### config.mk
export PLATFORM = sky130hd
export DESIGN_NAME = load_store_unit_flat
export DESIGN_NICKNAME = d
export VERILOG_FILES = /design/src/rtl/load_store_unit_if.sv /design/src/rtl/load_store_unit.sv /design/src/flat_wrapper.sv
export SDC_FILE = /design/constraint.sdc
export NUM_CORES = 1
export LEC_CHECK = 0
export CAP_MARGIN = 25
export CORE_AREA = 2 2 185 187
export DETAILED_ROUTE_END_ITERATION = 10
export DIE_AREA = 0 0 187 189
export GPL_ROUTABILITY_DRIVEN = 0
export HOLD_SLACK_MARGIN = 0.12
export PLACE_DENSITY = 0.74
export SYNTH_ARGS = -nofsm -noshare
export SYNTH_HDL_FRONTEND = slang
export SYNTH_SLANG_ARGS = --single-unit
### constraint.sdc
create_clock -name clk -period 9 [get_ports clk]
set_input_delay 2.7 -clock clk [delete_from_list [all_inputs] [get_ports clk]]
set_output_delay 2.7 -clock clk [all_outputs]
set_load 0.1 [all_outputs]
### src/rtl/load_store_unit_if.sv
// load_store_unit_if: valid/ready data-memory request port with load-response return.
interface load_store_unit_if #(parameter int XLEN = 64);
  logic            mem_req_valid;
  logic            mem_req_ready;
  logic [XLEN-1:0] mem_req_addr;
  logic            mem_req_write;
  logic [XLEN-1:0] mem_req_wdata;
  logic [XLEN/8-1:0] mem_req_wstrb;
  logic            mem_rsp_valid;
  logic [XLEN-1:0] mem_rsp_rdata;
  modport master (
    output mem_req_valid, mem_req_addr, mem_req_write, mem_req_wdata, mem_req_wstrb,
    input  mem_req_ready, mem_rsp_valid, mem_rsp_rdata
  );
  modport slave (
    input  mem_req_valid, mem_req_addr, mem_req_write, mem_req_wdata, mem_req_wstrb,
    output mem_req_ready, mem_rsp_valid, mem_rsp_rdata
  );
endinterface

### src/rtl/load_store_unit.sv
// load_store_unit: memory-access stage; issues valid/ready data-memory requests,
// formats stores, extends loads and stalls the pipeline while an access is outstanding.
module load_store_unit #(
  parameter int XLEN   = 64,
  parameter int FUNCT3 = 3
) (
  input  logic              clk,
  input  logic              rst,
  input  logic              ex_valid,
  input  logic              ex_read_enable,
  input  logic              ex_write_enable,
  input  logic [FUNCT3-1:0] ex_funct3,
  input  logic [XLEN-1:0]   ex_address,
  input  logic [XLEN-1:0]   ex_write_data,
  load_store_unit_if.master mem,
  output logic              mem_stall,
  output logic              wb_valid,
  output logic [XLEN-1:0]   dm_read_data,
  output logic [XLEN-1:0]   dm_data_bypass,
  output logic              mem_exception
);
  localparam logic [1:0] IDLE = 2'd0, REQ = 2'd1, WAIT_RSP = 2'd2;
  logic [1:0] state_q, state_d;
  logic [XLEN-1:0] addr_q, addr_d, wdata_q, wdata_d, rd_q, rd_d, byp_q, byp_d;
  logic [FUNCT3-1:0] f3_q, f3_d;
  logic [XLEN/8-1:0] wstrb_q, wstrb_d;
  logic write_q, write_d, wb_q, wb_d, exc_q, exc_d;
  logic mem_op, illegal, misaligned;
  logic [2:0] lane;
  logic [XLEN-1:0] shifted, ext, fmt_wdata;
  logic [XLEN/8-1:0] fmt_wstrb;
  assign mem_op = ex_read_enable | ex_write_enable;
  assign illegal = (ex_read_enable & ex_write_enable) | (ex_write_enable & ex_funct3[2]) |
                   (ex_read_enable & (ex_funct3 == 3'b111));
  assign misaligned = ((ex_funct3[1:0] == 2'b01) & ex_address[0]) |
                      ((ex_funct3[1:0] == 2'b10) & (|ex_address[1:0])) |
                      ((ex_funct3[1:0] == 2'b11) & (|ex_address[2:0]));
  assign lane = ex_address[2:0];
  assign fmt_wstrb = ex_funct3[1:0] == 2'b00 ? 8'h01 << lane :
                     ex_funct3[1:0] == 2'b01 ? 8'h03 << lane :
                     ex_funct3[1:0] == 2'b10 ? 8'h0F << lane : 8'hFF;
  assign fmt_wdata = ex_funct3[1:0] == 2'b00 ? {8{ex_write_data[7:0]}} :
                     ex_funct3[1:0] == 2'b01 ? {4{ex_write_data[15:0]}} :
                     ex_funct3[1:0] == 2'b10 ? {2{ex_write_data[31:0]}} : ex_write_data;
  // Response arrives as the aligned doubleword; bring the addressed lane down to bit 0.
  assign shifted = mem.mem_rsp_rdata >> {addr_q[2:0], 3'b000};
  assign ext = f3_q == 3'b000 ? {{(XLEN-8){shifted[7]}}, shifted[7:0]} :
               f3_q == 3'b001 ? {{(XLEN-16){shifted[15]}}, shifted[15:0]} :
               f3_q == 3'b010 ? {{(XLEN-32){shifted[31]}}, shifted[31:0]} :
               f3_q == 3'b100 ? {{(XLEN-8){1'b0}}, shifted[7:0]} :
               f3_q == 3'b101 ? {{(XLEN-16){1'b0}}, shifted[15:0]} :
               f3_q == 3'b110 ? {{(XLEN-32){1'b0}}, shifted[31:0]} : shifted;
  always_comb begin
    state_d = state_q;
    addr_d = addr_q;
    f3_d = f3_q;
    write_d = write_q;
    wdata_d = wdata_q;
    wstrb_d = wstrb_q;
    rd_d = rd_q;
    byp_d = byp_q;
    wb_d = 1'b0;
    exc_d = 1'b0;
    mem_stall = 1'b0;
    if (state_q == IDLE && ex_valid) begin
      if (!mem_op) begin
        byp_d = ex_address;
        wb_d = 1'b1;
      end else if (illegal | misaligned) begin
        wb_d = 1'b1;
        exc_d = 1'b1;
      end else begin
        state_d = REQ;
        addr_d = ex_address;
        f3_d = ex_funct3;
        write_d = ex_write_enable;
        wdata_d = ex_write_enable ? fmt_wdata : '0;
        wstrb_d = ex_write_enable ? fmt_wstrb : '0;
        mem_stall = 1'b1;
      end
    end else if (state_q == REQ) begin
      mem_stall = !(mem.mem_req_ready & write_q);
      if (mem.mem_req_ready) begin
        state_d = write_q ? IDLE : WAIT_RSP;
        wb_d = write_q;
      end
    end else if (state_q == WAIT_RSP) begin
      mem_stall = !mem.mem_rsp_valid;
      if (mem.mem_rsp_valid) begin
        rd_d = ext;
        wb_d = 1'b1;
        state_d = IDLE;
      end
    end
  end
  always_ff @(posedge clk or negedge rst) begin
    if (!rst) begin
      state_q <= IDLE;
      addr_q <= '0;
      f3_q <= '0;
      write_q <= 1'b0;
      wdata_q <= '0;
      wstrb_q <= '0;
      rd_q <= '0;
      byp_q <= '0;
      wb_q <= 1'b0;
      exc_q <= 1'b0;
    end else begin
      state_q <= state_d;
      addr_q <= addr_d;
      f3_q <= f3_d;
      write_q <= write_d;
      wdata_q <= wdata_d;
      wstrb_q <= wstrb_d;
      rd_q <= rd_d;
      byp_q <= byp_d;
      wb_q <= wb_d;
      exc_q <= exc_d;
    end
  end
  assign mem.mem_req_valid = state_q == REQ;
  assign mem.mem_req_addr = {addr_q[XLEN-1:3], 3'b000};
  assign mem.mem_req_write = write_q;
  assign mem.mem_req_wdata = wdata_q;
  assign mem.mem_req_wstrb = wstrb_q;
  assign wb_valid = wb_q;
  assign mem_exception = exc_q;
  assign dm_read_data = rd_q;
  assign dm_data_bypass = byp_q;
endmodule

### src/flat_wrapper.sv
// flat-port wrapper written by rule: the top's interface ports become plain ports
module load_store_unit_flat 
#(
  parameter int XLEN   = 64,
  parameter int FUNCT3 = 3
)
  (clk, rst, ex_valid, ex_read_enable, ex_write_enable, ex_funct3, ex_address, ex_write_data, mem_stall, wb_valid, dm_read_data, dm_data_bypass, mem_exception, mem_mem_req_valid, mem_mem_req_addr, mem_mem_req_write, mem_mem_req_wdata, mem_mem_req_wstrb, mem_mem_req_ready, mem_mem_rsp_valid, mem_mem_rsp_rdata);
  load_store_unit_if #(.XLEN(XLEN)) mem_i ();
  input  logic clk;
  input  logic rst;
  input  logic ex_valid;
  input  logic ex_read_enable;
  input  logic ex_write_enable;
  input  logic [FUNCT3-1:0] ex_funct3;
  input  logic [XLEN-1:0] ex_address;
  input  logic [XLEN-1:0] ex_write_data;
  output logic mem_stall;
  output logic wb_valid;
  output logic [XLEN-1:0] dm_read_data;
  output logic [XLEN-1:0] dm_data_bypass;
  output logic mem_exception;
  output wire logic [$bits(mem_i.mem_req_valid)-1:0] mem_mem_req_valid;
  output wire logic [$bits(mem_i.mem_req_addr)-1:0] mem_mem_req_addr;
  output wire logic [$bits(mem_i.mem_req_write)-1:0] mem_mem_req_write;
  output wire logic [$bits(mem_i.mem_req_wdata)-1:0] mem_mem_req_wdata;
  output wire logic [$bits(mem_i.mem_req_wstrb)-1:0] mem_mem_req_wstrb;
  input wire logic [$bits(mem_i.mem_req_ready)-1:0] mem_mem_req_ready;
  input wire logic [$bits(mem_i.mem_rsp_valid)-1:0] mem_mem_rsp_valid;
  input wire logic [$bits(mem_i.mem_rsp_rdata)-1:0] mem_mem_rsp_rdata;
  assign mem_mem_req_valid = mem_i.mem_req_valid;
  assign mem_mem_req_addr = mem_i.mem_req_addr;
  assign mem_mem_req_write = mem_i.mem_req_write;
  assign mem_mem_req_wdata = mem_i.mem_req_wdata;
  assign mem_mem_req_wstrb = mem_i.mem_req_wstrb;
  assign mem_i.mem_req_ready = mem_mem_req_ready;
  assign mem_i.mem_rsp_valid = mem_mem_rsp_valid;
  assign mem_i.mem_rsp_rdata = mem_mem_rsp_rdata;
  load_store_unit #(.XLEN(XLEN), .FUNCT3(FUNCT3)) u_core (.clk(clk), .rst(rst), .ex_valid(ex_valid), .ex_read_enable(ex_read_enable), .ex_write_enable(ex_write_enable), .ex_funct3(ex_funct3), .ex_address(ex_address), .ex_write_data(ex_write_data), .mem(mem_i), .mem_stall(mem_stall), .wb_valid(wb_valid), .dm_read_data(dm_read_data), .dm_data_bypass(dm_data_bypass), .mem_exception(mem_exception));
endmodule
=== Word-level counts from Yosys, hierarchy flattened ===
Cells that the tools add are included.

* Bits in registers: 272
* Output and inout bits: 269

* Equal/unequal tests: 14
* Shift-type cells: 4
* Muxes and demuxes: 36
* Bitwise gates (word level): 17
* Reduce and logical (&&, ||, !) cells: 14

{| class="wikitable"
|+ Operators by type and width
! cell !! number
|-
| $mux 64 || 10
|-
| $shr 64x6->64 || 1
|-
| $mux 8 || 4
|-
| $mux 2 || 8
|-
| $mux 1 || 14
|-
| $eq 3x3->1 const B || 4
|-
| $shl 1x3->8 const A || 1
|-
| $shl 2x3->8 const A || 1
|-
| $shl 4x3->8 const A || 1
|-
| $and 1x1->1 || 7
|-
| $eq 2x2->1 const B || 3
|-
| $or 1x1->1 || 6
|-
| $reduce_bool 3->1 || 2
|-
| $reduce_and 5->1 || 1
|-
| $eq 2x1->1 const B || 2
|-
| $logic_not 2->1 || 2
|-
| $not 1->1 || 4
|-
| $reduce_and 4->1 || 1
|-
| $eq 3x1->1 const B || 1
|-
| $eq 3x2->1 const B || 1
|-
| $logic_not 3->1 || 1
|-
| $ne 3x1->1 const B || 1
|-
| $reduce_and 3->1 || 1
|-
| $reduce_or 3->1 || 1
|-
| other kinds (6) || 7
|}

=== Longest topological paths before layout ===
* Word-level depth: 8
* Gate-level depth with buffers: 10

=== Worst setup path after synthesis ===
Ideal clock, no wire load.

* Path type: input -> output
* Start point: input ex_address[1]
* End point: output mem_stall
* Data arrival time: 5420 ps
* Required time: 6300 ps
* Path slack: 880 ps
* Cell stages on the path: 10
* Cells stage by stage: inv_1 ha_1 a31oi_1 a311o_1 or3_1 clkbuf_1 buf_6 buf_6 buf_2 o21ai_0

* Cells in the longest elaborated chain, start to end: 8
* Elaborated cells between the ends (all ways): 10
* Those cells by class: mux: 3; bitwise: 5; reduce/logical: 2

{| class="wikitable"
|+ Ends and longest elaborated chain
! what !! line !! source
|-
| start: declaration || flat_wrapper.sv:15 || <nowiki>input logic [XLEN-1:0] ex_address;</nowiki>
|-
| $reduce_or 2->1 || load_store_unit.sv:36 || <nowiki>((ex_funct3[1:0] == 2'b10) & (|ex_address[1:0])) |</nowiki>
|-
| $and 1x1->1 || load_store_unit.sv:36 ||
|-
| $or 1x1->1 || load_store_unit.sv:35 || <nowiki>assign misaligned = ((ex_funct3[1:0] == 2'b01) & ex_address[0]) |</nowiki>
|-
| $or 1x1->1 * || load_store_unit.sv:36 ||
|-
| $or 1x1->1 * || load_store_unit.sv:69 || <nowiki>end else if (illegal | misaligned) begin</nowiki>
|-
| $mux 1 * || load_store_unit.sv:69 ||
|-
| $mux 1 * || load_store_unit.sv:66 || <nowiki>if (!mem_op) begin</nowiki>
|-
| $mux 1 * || load_store_unit.sv:65 || <nowiki>if (state_q == IDLE && ex_valid) begin</nowiki>
|-
| end: declaration || flat_wrapper.sv:17 || <nowiki>output logic mem_stall;</nowiki>
|}

Mark *: on every way between the ends. The rest lies on a longest branch, timed or not.

=== Worst setup path after layout ===
* Start point: input ex_address[0]
* End point: output mem_stall

The elaborated chain is that of the path after synthesis.

==> results.txt <==
* Count of final setup violators: 0
* DRT antenna net count: 0
- Worst slew margin relative to its limit: 25.2%
* Register bit count reported by yosys: 272
* Final TNS setup: 0 ns
* Most instantiated flip-flop cell in the synthesis netlist: sky130_fd_sc_hd__dfrtp_1
* Synthesized area divided by synthesized cell count: 10.6 um^2
- In this run the vertical extent of the chip is 189 um.
- Starting DRC count in detailed routing: 761
- The clock reaches the later pin of the worst-skew pair after 0.57 ns.
* Largest family of logic cells by synthesized area: multiplexers
- Fill count: 2,767
- Deepest clock path buffer count: 3
* Worst-path fanout max: 7
- Of the post-synthesis cell area, the part taken by muxes is 17.9%.
- Across all layers, the routed design uses 11,700 vias.
- Total Wirelength: 46.3 mm
- Clock sink count: 272
- Hold_sp: u_core.dm_data_bypass[44]
- Startpoint of the worst register-to-register path: u_core.state_q[1]
- Area of the mapped netlist: 13,900 um^2
* Fraction of layout cells with a size suffix above 1: 12.2%
* Adder and majority cell fraction of the synthesized area: 1.17%
* CTS clock-pin slew for the worst setup and hold paths: 0.05 ns
- In the layout the commonest cells are sky130_fd_sc_hd__clkdlybuf4s50_1, sky130_fd_sc_hd__dfrtp_1, sky130_fd_sc_hd__nand2_1.
* Clock tree from TritonCTS: yes
- Yosys cell types: 50
- During I/O placement, the number of pins put on the boundary was 471.
- CTS Hold Bufs: 0
- Leading cell type in the layout, fill and taps excluded: sky130_fd_sc_hd__clkdlybuf4s50_1
- Htree depth: 1
- Yosys printed 0 warnings.
* Area taken by flip-flops and latches: 6810 um^2
* WHS Path Cells: 2
- Row Count: 67
* FMAX: 129 MHz
* Initial antenna violation count: 2
- Post-CTS sizing: 0
* Min cycle time layout: 7.78 ns
* Share of the clock period used by the worst path after layout: 86.4%
* Layout-stage area growth over the synthesis result: 41.7%
- For the final database, setup skew stands at 0.0102 ns.
* Root Buffer Master: sky130_fd_sc_hd__clkbuf_16
- Global-route wire length before repair: 70.5 mm
- The endpoint identified for the worst register-to-register timing path is u_core.addr_q[0].
* Combined global-route utilization of all metal layers: 25.5%
* Worst Hold End: u_core.dm_data_bypass[44]
- First-pass detailed-route iteration total: 5
- Sequential cell area fraction in the yosys report: 49.1%
- The number of pins with negative max-slew slack in the final report came to 0.
* Crit path DAT: 5.08 ns
- Max-cap violations in this run came to 0.
- Slew at the pin closest to its max-slew limit: 1.11 ns
- Number of nets in the layout: 1,891
* Post-synthesis instance total: 1,310
* Crit. End Element: output port
- The worst setup path is of the input pin to output port kind.
* Detailed-route DRC error count: 0
- Fraction of post-synthesis cell area in the top cell type by area: 49.1%
- Number of setup buffers added after CTS: 0
- Sort of element at the start of the critical path: input pin
- Using the TritonRoute via totals, the vias-per-cell ratio works out to 5.44.
- The final count of hold timing violations came to 0.
- Path class of the lowest-slack min-delay path: flop to flop
- Sorting the synthesized cells by area gives the leading types as sky130_fd_sc_hd__dfrtp_1, sky130_fd_sc_hd__mux2_2, sky130_fd_sc_hd__mux2i_1.
- Simple-gate portion of the synthesized area: 11.6%
- Worst reg2reg setup slack: 5.80 ns
- Worst Path Required: 6.30 ns
- RSZ-0062 raised after global routing: no
- DR WL/cell: 21.5 um
* Vias in the first global route: 11,700
- Maximum number of pins on one net before global-route repair: 145
- The core region is 33,300 um^2.
- The multi-input combinational cells in the finished layout cover a total of 6130 um^2.
- Port-buffer cells: 467
- The flow ran to the end, and the final reports show no timing, DRC or antenna violations.
- The floorplan step defined a die boundary enclosing 35,300 um^2.
* Number of flops mapped to enable cells by yosys: 0
- For this run, asynchronously set or reset flops after synthesis account for 100%.
- TritonCTS created 31 clock buffers.
- The worst register-to-register path has a depth of 7.
- Summing the areas of all compound-gate instances in the mapped netlist gives 13.3% of the synthesized area.
- Of the total synthesized cell area, the portion taken by XOR and XNOR cells is 0%.
- Cell taking the most area after synthesis: sky130_fd_sc_hd__dfrtp_1
* GR Overflow Total: 0
* Sum of net half-perimeters after detailed placement: 33.9 mm
* Die span in x: 187 um
* Initial standard-cell utilization of the core: 41.7%
[routing by layer]
layer	GRT usage (%)	up-vias	wire (um)	part of all wire (%)
met5	0	-	0	0
met4	9.37	0	1660	3.6
met3	5.54	93	3620	7.8
met2	43.0	546	22400	48
met1	32.3	5719	18600	40
li1	-	5338	-	-
[how the worst max path moves through the flow]
stage	endpoint	cells after the start	from	slack [ns]
floorplan	mem_stall	10	ex_address[1]	0.88
global placement	mem_stall	8	ex_address[0]	1.25
detailed placement	mem_stall	8	ex_address[0]	1.19
CTS	mem_stall	8	ex_address[0]	1.18
global route	mem_stall	8	ex_address[0]	1.13
finish	mem_stall	8	ex_address[0]	1.22
[layout make-up]
| type | count | area share [%] |
|---|---|---|
| timing repair buffer | 492 | 25.5 |
| clock inverter | 10 | 0.503 |
| tap | 448 | 2.85 |
| inverter | 16 | 0.306 |
| sequential | 272 | 34.7 |
| antenna | 2 | 0.0255 |
| clock buffer | 48 | 4.89 |
| multi-input combinational | 863 | 31.2 |
[through the flow]
stage | hold slack, ns | cells | utilization, % | setup slack, ns | area, um^2
3_3_place_gp | 0.458 | 2081 | 55.2 | 1.25 | 18400
5_1_grt | 0.495 | 2151 | 59.0 | 1.13 | 19600
6_report | 0.471 | 2151 | 59.0 | 1.22 | 19600
4_1_cts | 0.476 | 2145 | 58.8 | 1.18 | 19600
2_1_floorplan | 0.481 | 1312 | - | 0.880 | 13900
3_5_place_dp | 0.462 | 2087 | 55.7 | 1.19 | 18500
[kinds of logic after synthesis]
logic type | after synthesis
other cells | 1
buf+inv | 177
fa+ha+maj | 13
compound gates | 250
flops | 272
mux | 209
simple gates | 388
[worst max-delay path: stages]
cell	delay [ns]
sky130_fd_sc_hd__clkdlybuf4s50_1	0.58
sky130_fd_sc_hd__inv_1	0.23
sky130_fd_sc_hd__ha_1	0.23
sky130_fd_sc_hd__a31oi_1	0.09
sky130_fd_sc_hd__a311o_1	0.45
sky130_fd_sc_hd__or3_4	0.41
sky130_fd_sc_hd__o21ai_0	0.15
sky130_fd_sc_hd__buf_12	0.22
[synth_stat cells, drive strengths merged (10+ instances only)]
library cell / number
a21oi: 42
nand2: 237
o21ai: 29
a311oi: 32
o2bb2ai: 41
o22ai: 11
a22o: 38
nor2b: 15
nor2: 96
nor3: 10
mux4: 22
dfrtp: 272
clkbuf: 66
ha: 13
mux2: 90
inv: 16
a31oi: 17
buf: 95
mux2i: 97
[sequential cells by signal, summed over array words and instances, names as in the netlist]
name	count
u_core.addr_q	64
u_core.wb_valid	1
u_core.dm_data_bypass	64
u_core.f3_q	3
u_core.mem.mem_req_write	1
u_core.state_q	2
u_core.mem.mem_req_wstrb	8
u_core.dm_read_data	64
u_core.mem_exception	1
u_core.mem.mem_req_wdata	64
Power is left out: the tool's default activity adds up to more than one toggle a clock period on the data nets, which glitch-free logic cannot reach.
